==> src/rtl/sigmoid_pkg.sv <==
`default_nettype none
// ============================================================================
//  Module   : sigmoid_pkg
//  Brief    : Shared Q8.8 constants and the piecewise-quadratic sigmoid rule
//             used by the sigmoid_arbiter pipeline.
//  Revision : 1.0 - initial release
// ============================================================================
package sigmoid_pkg;

    localparam int ONE_Q88  = 256;
    localparam int HALF_Q88 = 128;
    localparam int SIG_BIAS = 16;

    typedef logic [7:0]  operand_t;
    typedef logic [15:0] q88_t;

    // Saturating branches catch x=-128, so the quadratic path only ever sees |x| < sat_lim.
    function automatic q88_t sigmoid_q88(input operand_t x, input int sat_lim);
        logic [7:0]         y;
        logic [7:0]         z;
        logic signed [7:0]  s;
        logic signed [15:0] s16;
        logic [15:0]        q;
        logic [15:0]        h;
        q88_t               r;
        y   = '0;
        z   = '0;
        s   = '0;
        s16 = '0;
        q   = '0;
        h   = '0;
        if (int'($signed(x)) >= sat_lim) begin
            r = 16'(ONE_Q88);
        end else if (int'($signed(x)) <= -sat_lim) begin
            r = '0;
        end else begin
            y   = x[7] ? (~x + 8'd1) : x;
            z   = y >> 2;
            s   = $signed(z - 8'(SIG_BIAS));
            s16 = 16'(s);
            q   = 16'(s16 * s16);
            h   = q >> 1;
            r   = x[7] ? h : (16'(ONE_Q88) - h);
        end
        return r;
    endfunction

endpackage
`default_nettype wire

==> src/rtl/sigmoid_rr_pick.sv <==
`default_nettype none
// ============================================================================
//  Module   : sigmoid_rr_pick
//  Brief    : Round-robin one-hot pick; scans upward from ptr, wrapping to 0.
//  Revision : 1.0 - initial release
// ============================================================================
module sigmoid_rr_pick #(
    parameter int NREQ = 4,
    parameter int IDW  = $clog2(NREQ)
) (
    input  logic [NREQ-1:0] req,
    input  logic [IDW-1:0]  ptr,
    output logic [NREQ-1:0] gnt,
    output logic            any
);

    // First pass covers ptr..NREQ-1, second pass the wrapped range 0..ptr-1.
    always_comb begin
        gnt = '0;
        any = 1'b0;
        for (int i = 0; i < NREQ; i++) begin
            if (!any && req[i] && (i >= int'(ptr))) begin
                gnt[i] = 1'b1;
                any    = 1'b1;
            end
        end
        for (int i = 0; i < NREQ; i++) begin
            if (!any && req[i] && (i < int'(ptr))) begin
                gnt[i] = 1'b1;
                any    = 1'b1;
            end
        end
    end

endmodule
`default_nettype wire

==> src/rtl/sigmoid_arbiter.sv <==
`default_nettype none
// ============================================================================
//  Module   : sigmoid_arbiter
//  Brief    : NREQ requesters share a 2-stage sigmoid pipeline through a
//             round-robin arbiter with downstream valid/ready backpressure.
//  Revision : 1.0 - initial release
// ============================================================================
module sigmoid_arbiter
    import sigmoid_pkg::*;
#(
    parameter int NREQ    = 4,
    parameter int SAT_LIM = 64
) (
    input  logic                     clk,
    input  logic                     rst,
    input  logic [NREQ-1:0]          req_valid,
    input  logic [NREQ*8-1:0]        req_x,
    output logic [NREQ-1:0]          req_ready,
    output logic                     rsp_valid,
    input  logic                     rsp_ready,
    output logic [$clog2(NREQ)-1:0]  rsp_id,
    output logic [15:0]              rsp_data,
    output logic [15:0]              xfer_count
);

    localparam int IDW = $clog2(NREQ);

    logic [7:0]      w_x [NREQ];
    logic [NREQ-1:0] w_pick;
    logic            w_any;
    logic [IDW-1:0]  w_gidx;
    logic [7:0]      w_sel_x;
    logic            w_s2_load;
    logic            w_grant_en;
    logic            w_take;
    q88_t            w_s1_result;

    logic            r_s1_valid;
    logic [7:0]      r_s1_x;
    logic [IDW-1:0]  r_s1_id;
    logic            r_s2_valid;
    q88_t            r_s2_data;
    logic [IDW-1:0]  r_s2_id;
    logic [IDW-1:0]  r_ptr;
    logic [15:0]     r_xfer_count;

    generate
        for (genvar gi = 0; gi < NREQ; gi++) begin : g_lane
            assign w_x[gi] = req_x[8*gi +: 8];
        end
    endgenerate

    sigmoid_rr_pick #(
        .NREQ (NREQ),
        .IDW  (IDW)
    ) u_pick (
        .req  (req_valid),
        .ptr  (r_ptr),
        .gnt  (w_pick),
        .any  (w_any)
    );

    // S1 may accept a new operand when it is empty or is moving into S2 this cycle.
    assign w_s2_load  = !r_s2_valid || rsp_ready;
    assign w_grant_en = !rst && (!r_s1_valid || w_s2_load);
    assign w_take     = w_grant_en && w_any;
    assign req_ready  = w_grant_en ? w_pick : '0;

    always_comb begin
        w_gidx  = '0;
        w_sel_x = '0;
        for (int i = 0; i < NREQ; i++) begin
            if (w_pick[i]) begin
                w_gidx  = IDW'(i);
                w_sel_x = w_x[i];
            end
        end
    end

    assign w_s1_result = sigmoid_q88(r_s1_x, SAT_LIM);

    always_ff @(posedge clk) begin
        if (rst) begin
            r_s1_valid   <= 1'b0;
            r_s1_x       <= '0;
            r_s1_id      <= '0;
            r_s2_valid   <= 1'b0;
            r_s2_data    <= '0;
            r_s2_id      <= '0;
            r_ptr        <= '0;
            r_xfer_count <= '0;
        end else begin
            if (w_take) begin
                r_s1_valid <= 1'b1;
                r_s1_x     <= w_sel_x;
                r_s1_id    <= w_gidx;
                r_ptr      <= (w_gidx == IDW'(NREQ-1)) ? '0 : (w_gidx + IDW'(1));
            end else if (w_s2_load) begin
                r_s1_valid <= 1'b0;
            end

            if (w_s2_load) begin
                r_s2_valid <= r_s1_valid;
                if (r_s1_valid) begin
                    r_s2_data <= w_s1_result;
                    r_s2_id   <= r_s1_id;
                end
            end

            if (r_s2_valid && rsp_ready) begin
                r_xfer_count <= r_xfer_count + 16'd1;
            end
        end
    end

    assign rsp_valid  = r_s2_valid;
    assign rsp_data   = r_s2_data;
    assign rsp_id     = r_s2_id;
    assign xfer_count = r_xfer_count;

endmodule
`default_nettype wire

==> config.mk <==
export PLATFORM = sky130hd
export DESIGN_NAME = sigmoid_arbiter
export DESIGN_NICKNAME = d
export VERILOG_FILES = /design/src/rtl/sigmoid_pkg.sv /design/src/rtl/sigmoid_rr_pick.sv /design/src/rtl/sigmoid_arbiter.sv
export SDC_FILE = /design/constraint.sdc
export NUM_CORES = 1
export LEC_CHECK = 0
export BUFFER_PORTS_ARGS = -buffer_cell sky130_fd_sc_hd__clkbuf_2
export CORE_MARGIN = 2
export CORE_UTILIZATION = 39
export DETAILED_ROUTE_END_ITERATION = 12
export PLACE_DENSITY = 0.61
export SLEW_MARGIN = 20
export SYNTH_ARGS = -nofsm -noshare
export SYNTH_HDL_FRONTEND = slang
export SYNTH_SLANG_ARGS = --single-unit
export TNS_END_PERCENT = 50
==> constraint.sdc <==
create_clock -name clk -period 13.5 [get_ports clk]
set_input_delay 0.675 -clock clk [delete_from_list [all_inputs] [get_ports clk]]
set_output_delay 0.675 -clock clk [all_outputs]
set_load 0.02 [all_outputs]
==> impl_results.md, run 1 <==
* Status: finished clean
* Synth top area cells: dfxtp_1, fa_1, ha_1, nor2_1, inv_1
* Final instance area at roughly 4700 sq um
* Post-synth EDFFs at 0
* Initial Utilization at between 30% and 40%
* Largest family of logic cells by synthesized area: adder cells
* Cts bufs inserted at 5
* Setup tns final at 0 ns
* Post-CTS sizing at 0
* Commonest cells after routing, fill and taps aside: clkbuf_2, nor2_1, inv_1
* Fin crit period at ~6.6 ns
* DR iter-0 viols at between 150 and 200
* Remaining antenna violation count at 0
* Most used DFF post-synth: dfxtp_1
* Max Root-Sink Buffers at 2
* Fillers at roughly 1100
* Setup crit start kind: register
* Max-Slew Margin vs Limit at a little over two fifths
* Hold Path Class: register to register
* Global-route usage over all layers at between 10% and 20%
* Post-synth net total at between 500 and 600
* Async set-reset flop share out of synthesis at 0%
* Full die area at about 11000 sq um
* Slew Limit Fails at 0
* Critical Path Sink Type: register
* Nets at 644
* First-pass iteration count of the detailed router at 6
* Simple-gate share of the synthesized area at about a fifth
* Worst Max-Slew Pin Slew at about 0.84 ns
* Compound-Gate Fraction of Synth Area at between 15 and 20%
* H-tree levels at 2
* Area grow syn2layout at 13.6%
* Die width at between 100 and 150 microns
* Final hold violations at 0
* Crit Path Class: register to register
* Mapped Cells at 487
* Adder-cell share of the synthesized area at 21.5%
* Proportion of synthesized area in mux cells at under 10%
* CP max FO at 12
* Count of cell types in the netlist at 66
* Fin Clk Skew at approximately 0.013 ns
* IO Port Bufs at 76
* Clock Pin Slew Worst Setup and Hold Paths at 0.09 ns
* Yosys warning count at 0
* Number of core rows at 37
* Clk Latency, worst-skew pair at roughly 0.31 ns
* # setup viols final at 0
* Initial antenna violation count at 0
* Synth area leader: dfxtp_1
* #FFs+latches synth at 47
* Core area at 10300 sq um
* Placed inst area at 4540 sq um
* Via count at 3524
* Register area share after synthesis at between 20% and 30%
* Max-cap viol count at 0
* Critical Path RT at ~14 ns
* Synth top area share at between 20% and 30%
* Number of top-level pins at 78
* Crit path launch: r_s1_x[0]
* CP Data Arrival Time at 6.78 ns
* Largest net degree at the start of global routing at 36
* RSZ-0062 raised after global routing: false
* Clk root buf: clkbuf_8
* TritonCTS clock tree: done
* Global-route wire length before repair at roughly 15000 microns
* Post-CTS Setup Inserts at 0
* DRT Wirelength at 8880 microns
* Die height at 107 microns
* Hold Path Origin: rsp_data[15]
* Hold_buf cts at 0
* Post-DR wirelength/cell at approximately 13 microns
* Fmax at 0.151 GHz
* Avg Cell Area, Syn at roughly 8.4 sq um
* WHS at between 0.4 and 0.5 ns
* Share of cells above drive strength 1 at around a fifth
* Netlist Area Pre-Place at between 4000 and 5000 sq um
* Xor-xnor portion of the synthesized cell area at 9.67%
* Detailed Place HPWL at around 7300 microns
* Period utilization at 49.0%
* RD Place Congestion at ~0.82
* RR Startpoint: r_s1_x[0]
* Vias in the first global route at between 3000 and 4000
* DRC at 0
* Clock Sinks at between 40 and 50
* Most common cell after layout, fill and taps aside: clkbuf_2
* ANT cells at 0
* Vias/cell at between 5 and 6
* Congestion Overflow GR at 0
area by class of cell:
type                            instances  area [sq um]  area share (%)
Sequential cell                        47           941            20.2
Timing Repair Buffer                   76           380            8.16
Clock inverter                          3          46.3           0.994
Clock buffer                            5          68.8            1.48
Inverter                               60           225            4.83
Multi-Input combinational cell        360          2830            60.7
Tap cell                              136           170            3.65
kinds of logic (layout without fill, tap and decap cells):
kind of cell	count (synthesis)	in the layout
mux	4	4
compound gates	93	93
flops	47	47
fa+ha+maj	55	55
other cells	1	1
simple gates	166	166
xor+xnor	41	41
buf+inv	80	144
layer usage:
metal / part of all wire (%) / GRT usage [%]
met5: 0 / 0
met4: 0.69 / 3.34
met3: 3.8 / 2.51
met2: 48 / 27.4
met1: 48 / 22.7
metrics by stage:
step	cells	setup WS (ns)	util, %
3_3_place_gp	679	7.10	44.2
3_5_place_dp	679	6.91	44.2
4_1_cts	687	6.88	45.3
5_1_grt	687	6.48	45.3
2_1_floorplan	487	7.40	-
6_report	687	6.88	45.3
synth_stat cells (all sizes together) (3+ instances only):
cell type / instances
nor3: 11
a31o: 9
dfxtp: 47
mux2i: 3
nor2: 65
nor2b: 6
o22ai: 3
a22oi: 8
a21o: 5
a22o: 4
ha: 29
and4: 3
o211ai: 3
and3: 5
nand2: 37
and2: 5
fa: 26
clkbuf: 18
a211oi: 3
xor2: 24
nand2b: 8
a21oi: 21
nand3: 11
o21a: 3
nand4: 3
a222oi: 4
a221o: 3
xnor2: 17
inv: 60
o21ai: 8
flip-flops by register name, indices dropped and copies added, names as in the netlist:
register	flops
xfer_count	16
rsp_data	15
r_s1_x	8
r_ptr	2
r_s1_id	2
rsp_id	2
r_s1_valid	1
rsp_valid	1
final timing paths:
path,end,slack [ns],cells past startpoint
hold reg to reg,rsp_data[15],0.46,2
hold / removal,rsp_data[15],0.46,2
setup reg to reg,rsp_data[15],6.88,22
setup / recovery,rsp_data[15],6.88,22
critical path, cell delays in order, from the launching register on:
cell and delay, ns:
dfxtp_1 0.34, or4_4 0.57, nor3_4 0.18, nand2b_4 0.19, xnor2_4 0.15, ha_1 0.46, nand2_1 0.15, fa_1 0.56
inv_1 0.06, fa_1 0.50, fa_1 0.54, inv_1 0.05, fa_1 0.52, inv_1 0.04, ha_1 0.35, a21oi_1 0.30
and2_1 0.22, and2_1 0.19, xnor2_1 0.14, o31a_1 0.29, or3b_1 0.41, o211ai_1 0.18, a21oi_1 0.08
Power of run 1 is not shown: default switching activity piles up to over one toggle a cycle in this logic, so the estimate is an artifact.
==> run 2: changes to the inputs <==
--- a/config.mk
+++ b/config.mk
@@ -5,11 +5,12 @@
 export SDC_FILE = /design/constraint.sdc
 export NUM_CORES = 1
 export LEC_CHECK = 0
+export ABC_AREA = 1
 export BUFFER_PORTS_ARGS = -buffer_cell sky130_fd_sc_hd__clkbuf_2
 export CORE_MARGIN = 2
 export CORE_UTILIZATION = 39
 export DETAILED_ROUTE_END_ITERATION = 12
-export PLACE_DENSITY = 0.61
+export PLACE_DENSITY = 0.6
 export SLEW_MARGIN = 20
 export SYNTH_ARGS = -nofsm -noshare
 export SYNTH_HDL_FRONTEND = slang
==> constraint.sdc (replaced) <==
create_clock -name clk -period 6.5 [get_ports clk]
set_input_delay 0.325 -clock clk [delete_from_list [all_inputs] [get_ports clk]]
set_output_delay 0.325 -clock clk [all_outputs]
set_load 0.02 [all_outputs]
==> run 2 against run 1 <==
Clock-buffer cell count is 2 higher. Core utilization shrank 0.10 points. Hold slack lost 0.17 ns. Die area grew 4.4%. Setup slack worse by 6.2 ns. Fmax is 13% higher. Clock skew down 0.0062 ns. Final cell count up 25%.
==> impl_results.md, run 2 <==
* Status: finished clean
* Multi-input gate area at 2830 sq um (about the same)
* Setup crit start kind: register
* CP max stage delay at 0.55 ns (-0.02 ns)
* Crit Path Class: register to register
* Congestion Overflow GR at 0 (unchanged)
* Period utilization at 89.8% (+41 points)
* Count leader, synth: nand2_1
* IO Port Bufs at 76 (unchanged)
* Full die area at 11800 sq um (+4.4%)
* Via count at 4062 (+15%)
* Routing usage on met1 at 22.7% (about the same)
* CP dominant cell by count: inv_1
* Number of top-level pins at 78 (unchanged)
* Die height at 109 microns (+2.2%)
* Synth top area cells: dfxtp_1, nand2_1, fa_1, inv_1, ha_1
* Largest register FFs at 16 (unchanged)
* Global-route usage over all layers at 17.2% (+0.71 points)
* H-tree levels at 2 (unchanged)
* Yosys warning count at 0 (unchanged)
* Area grow syn2layout at 13.9%
* Async set-reset flop share out of synthesis at 0% (unchanged)
* GR Util met3 at 2.33% (-0.18 points)
* Remaining antenna violation count at 0 (unchanged)
* Post-DR wirelength/cell at 11.2 microns (-13%)
* Slew Limit Fails at 0 (unchanged)
* Detailed Place HPWL at 8150 microns (+12%)
* Synth top area share at 21.9% (-1.0 points)
* Register area share after synthesis at 21.9% (-1.0 points)
* Cts bufs inserted at 5 (unchanged)
* # setup viols final at 0 (unchanged)
* CP Data Arrival Time at 6.06 ns (-0.72 ns)
* Clock Sinks at 47 (unchanged)
* Final hold violations at 0 (unchanged)
* Mapped Cells at 648 (+33%)
* Hold_buf cts at 0 (unchanged)
* GR peak layer: met2
* Fin crit period at 5.84 ns (-0.781 ns)
* DRC at 0 (unchanged)
* Clock Pin Slew Worst Setup and Hold Paths at 0.08 ns (about the same)
* Max Root-Sink Buffers at 2 (unchanged)
* Fmax at 0.171 GHz (+13%)
* First-pass iteration count of the detailed router at 4 (-2)
* Max-Slew Margin vs Limit at 58.4% (+15 points)
* Most common cell after layout, fill and taps aside: nand2_1
* RSZ-0062 raised after global routing: false
* RD Place Congestion at 0.928 (+13%)
* Commonest cells after routing, fill and taps aside: nand2_1, inv_1, clkbuf_2
* Avg Cell Area, Syn at 6.62 sq um (-21%)
* Initial antenna violation count at 0 (unchanged)
* Netlist Area Pre-Place at 4290 sq um (+4.6%)
* Count of cell types in the netlist at 39 (-41%)
* ANT cells at 0 (unchanged)
* Worst reg-to-reg setup slack at 0.66 ns (-6.22 ns)
* Hold Path Class: primary input to register
* Post-synth net total at 742 (+28%)
* Global-route wire length before repair at 16700 microns (+7.8%)
* Max-cap viol count at 0 (unchanged)
* Nets at 815 (+27%)
* Fin Clk Skew at 0.00698 ns (-0.00621 ns)
* CP max FO at 20 (+8)
* Core area at 10800 sq um (+5.0%)
* Clk root buf: clkbuf_8
* Number of core rows at 38 (+2.7%)
* Critical Path Sink Type: register
* Critical Path Slowest Stage Cell: fa_1
* Clk Latency, worst-skew pair at 0.30 ns (about the same)
* #FFs+latches synth at 47 (unchanged)
* Most used DFF post-synth: dfxtp_1
* Vias/cell at 4.71 (-8.1%)
* Fillers at 1118 (+6.0%)
* Die width at 109 microns (+2.2%)
* Largest net degree at the start of global routing at 29 (-19%)
* Register area at 942 sq um (+0.13%)
* Synth area leader: dfxtp_1
* Initial Utilization at 39.7% (-0.17 points)
* Commonest cells in the netlist: nand2_1, inv_1, nor2_1
* Met2 Usage GRT at 30.4% (+3.0 points)
* DRT Wirelength at 9640 microns (+8.6%)
* TritonCTS clock tree: done
* Worst Max-Slew Pin Slew at 0.623 ns (-0.220 ns)
* Critical Path RT at 6.72 ns (-6.95 ns)
* DR iter-0 viols at 211 (+39%)
* Share of cells above drive strength 1 at 16.1% (-3.5 points)
* Setup tns final at 0 ns (unchanged)
* Vias in the first global route at 3903 (+15%)
* Post-synth EDFFs at 0 (unchanged)
run 2: changes by cell type in the layout (fill, tap and decap cells not counted), sizes merged, moves of 6 or more:
cell,delta
a22oi,-7
nand2b,-8
xor2,-20
a31o,-8
a21oi,+31
nor2,+11
o21ai,+23
xnor2,-13
nor2b,-6
inv,+62
nor3,-6
nand3,+33
nand4,+6
nand2,+131
run 2: timing repair:
| action | 4_1_cts | 5_1_grt |
|---|---|---|
| resized for setup | 0 | 1 |
| hold endpoints to repair | 0 | 0 |
| setup endpoints to repair | 0 | 8 |
| buffers inserted | 0 | 0 |
run 2: critical path, delay by kind of cell, from the launching register on:
kind / cells / cell delay (ns)
and+or+nand+nor: 11 / 1.15
adders and majority gates: 6 / 2.70
buffers and inverters: 8 / 0.96
DFF: 1 / 0.43
AOI/OAI and AO/OA: 3 / 0.52
run 2: kinds of logic after synthesis:
logic type | Yosys count | synth area share (%)
buffers and inverters | 135 | 12.1
flip-flops | 47 | 21.9
adder cells (fa/ha/maj) | 55 | 20.6
AND/OR/NAND/NOR | 307 | 31.3
XOR/XNOR | 8 | 1.81
other | 1 | 0.0875
AO/OA/AOI/OAI | 95 | 12.2
run 2: area by class of cell:
class                      count  area share (%)
clock inverter                 1           0.103
timing repair buffer          77            7.94
sequential                    47            19.3
tap                          140            3.59
inverter                     124            9.56
clock buffer                   7            1.56
multi-input combinational    466            57.9
run 2: per-stage QoR:
step	cell area [sq um]	hold slack (ns)	util, %	cells	worst slack, ns
after floorplan	4290	0.451	-	648	1.29
after global placement	4800	0.454	44.5	854	0.495
after detailed placement	4800	0.458	44.5	854	0.458
after CTS	4880	0.284	45.2	862	0.449
after global routing	4880	0.304	45.2	862	0.152
final	4880	0.293	45.2	862	0.663
run 2: worst paths after layout:
path,start,to,cells after the start
worst max-delay path,r_s1_x[7],rsp_data[14],28
worst min-delay path,req_x[28],r_s1_x[4],3
worst max register to register,r_s1_x[7],rsp_data[14],28
worst min register to register,rsp_data[4],rsp_data[4],2
run 2: per-layer routing:
metal | wire [microns] | part of all wire [%]
met1 | 4750 | 49
met2 | 4550 | 47
met3 | 295 | 3.1
met4 | 46 | 0.48
met5 | 0 | 0
Power of run 2 is left out for the same reason.
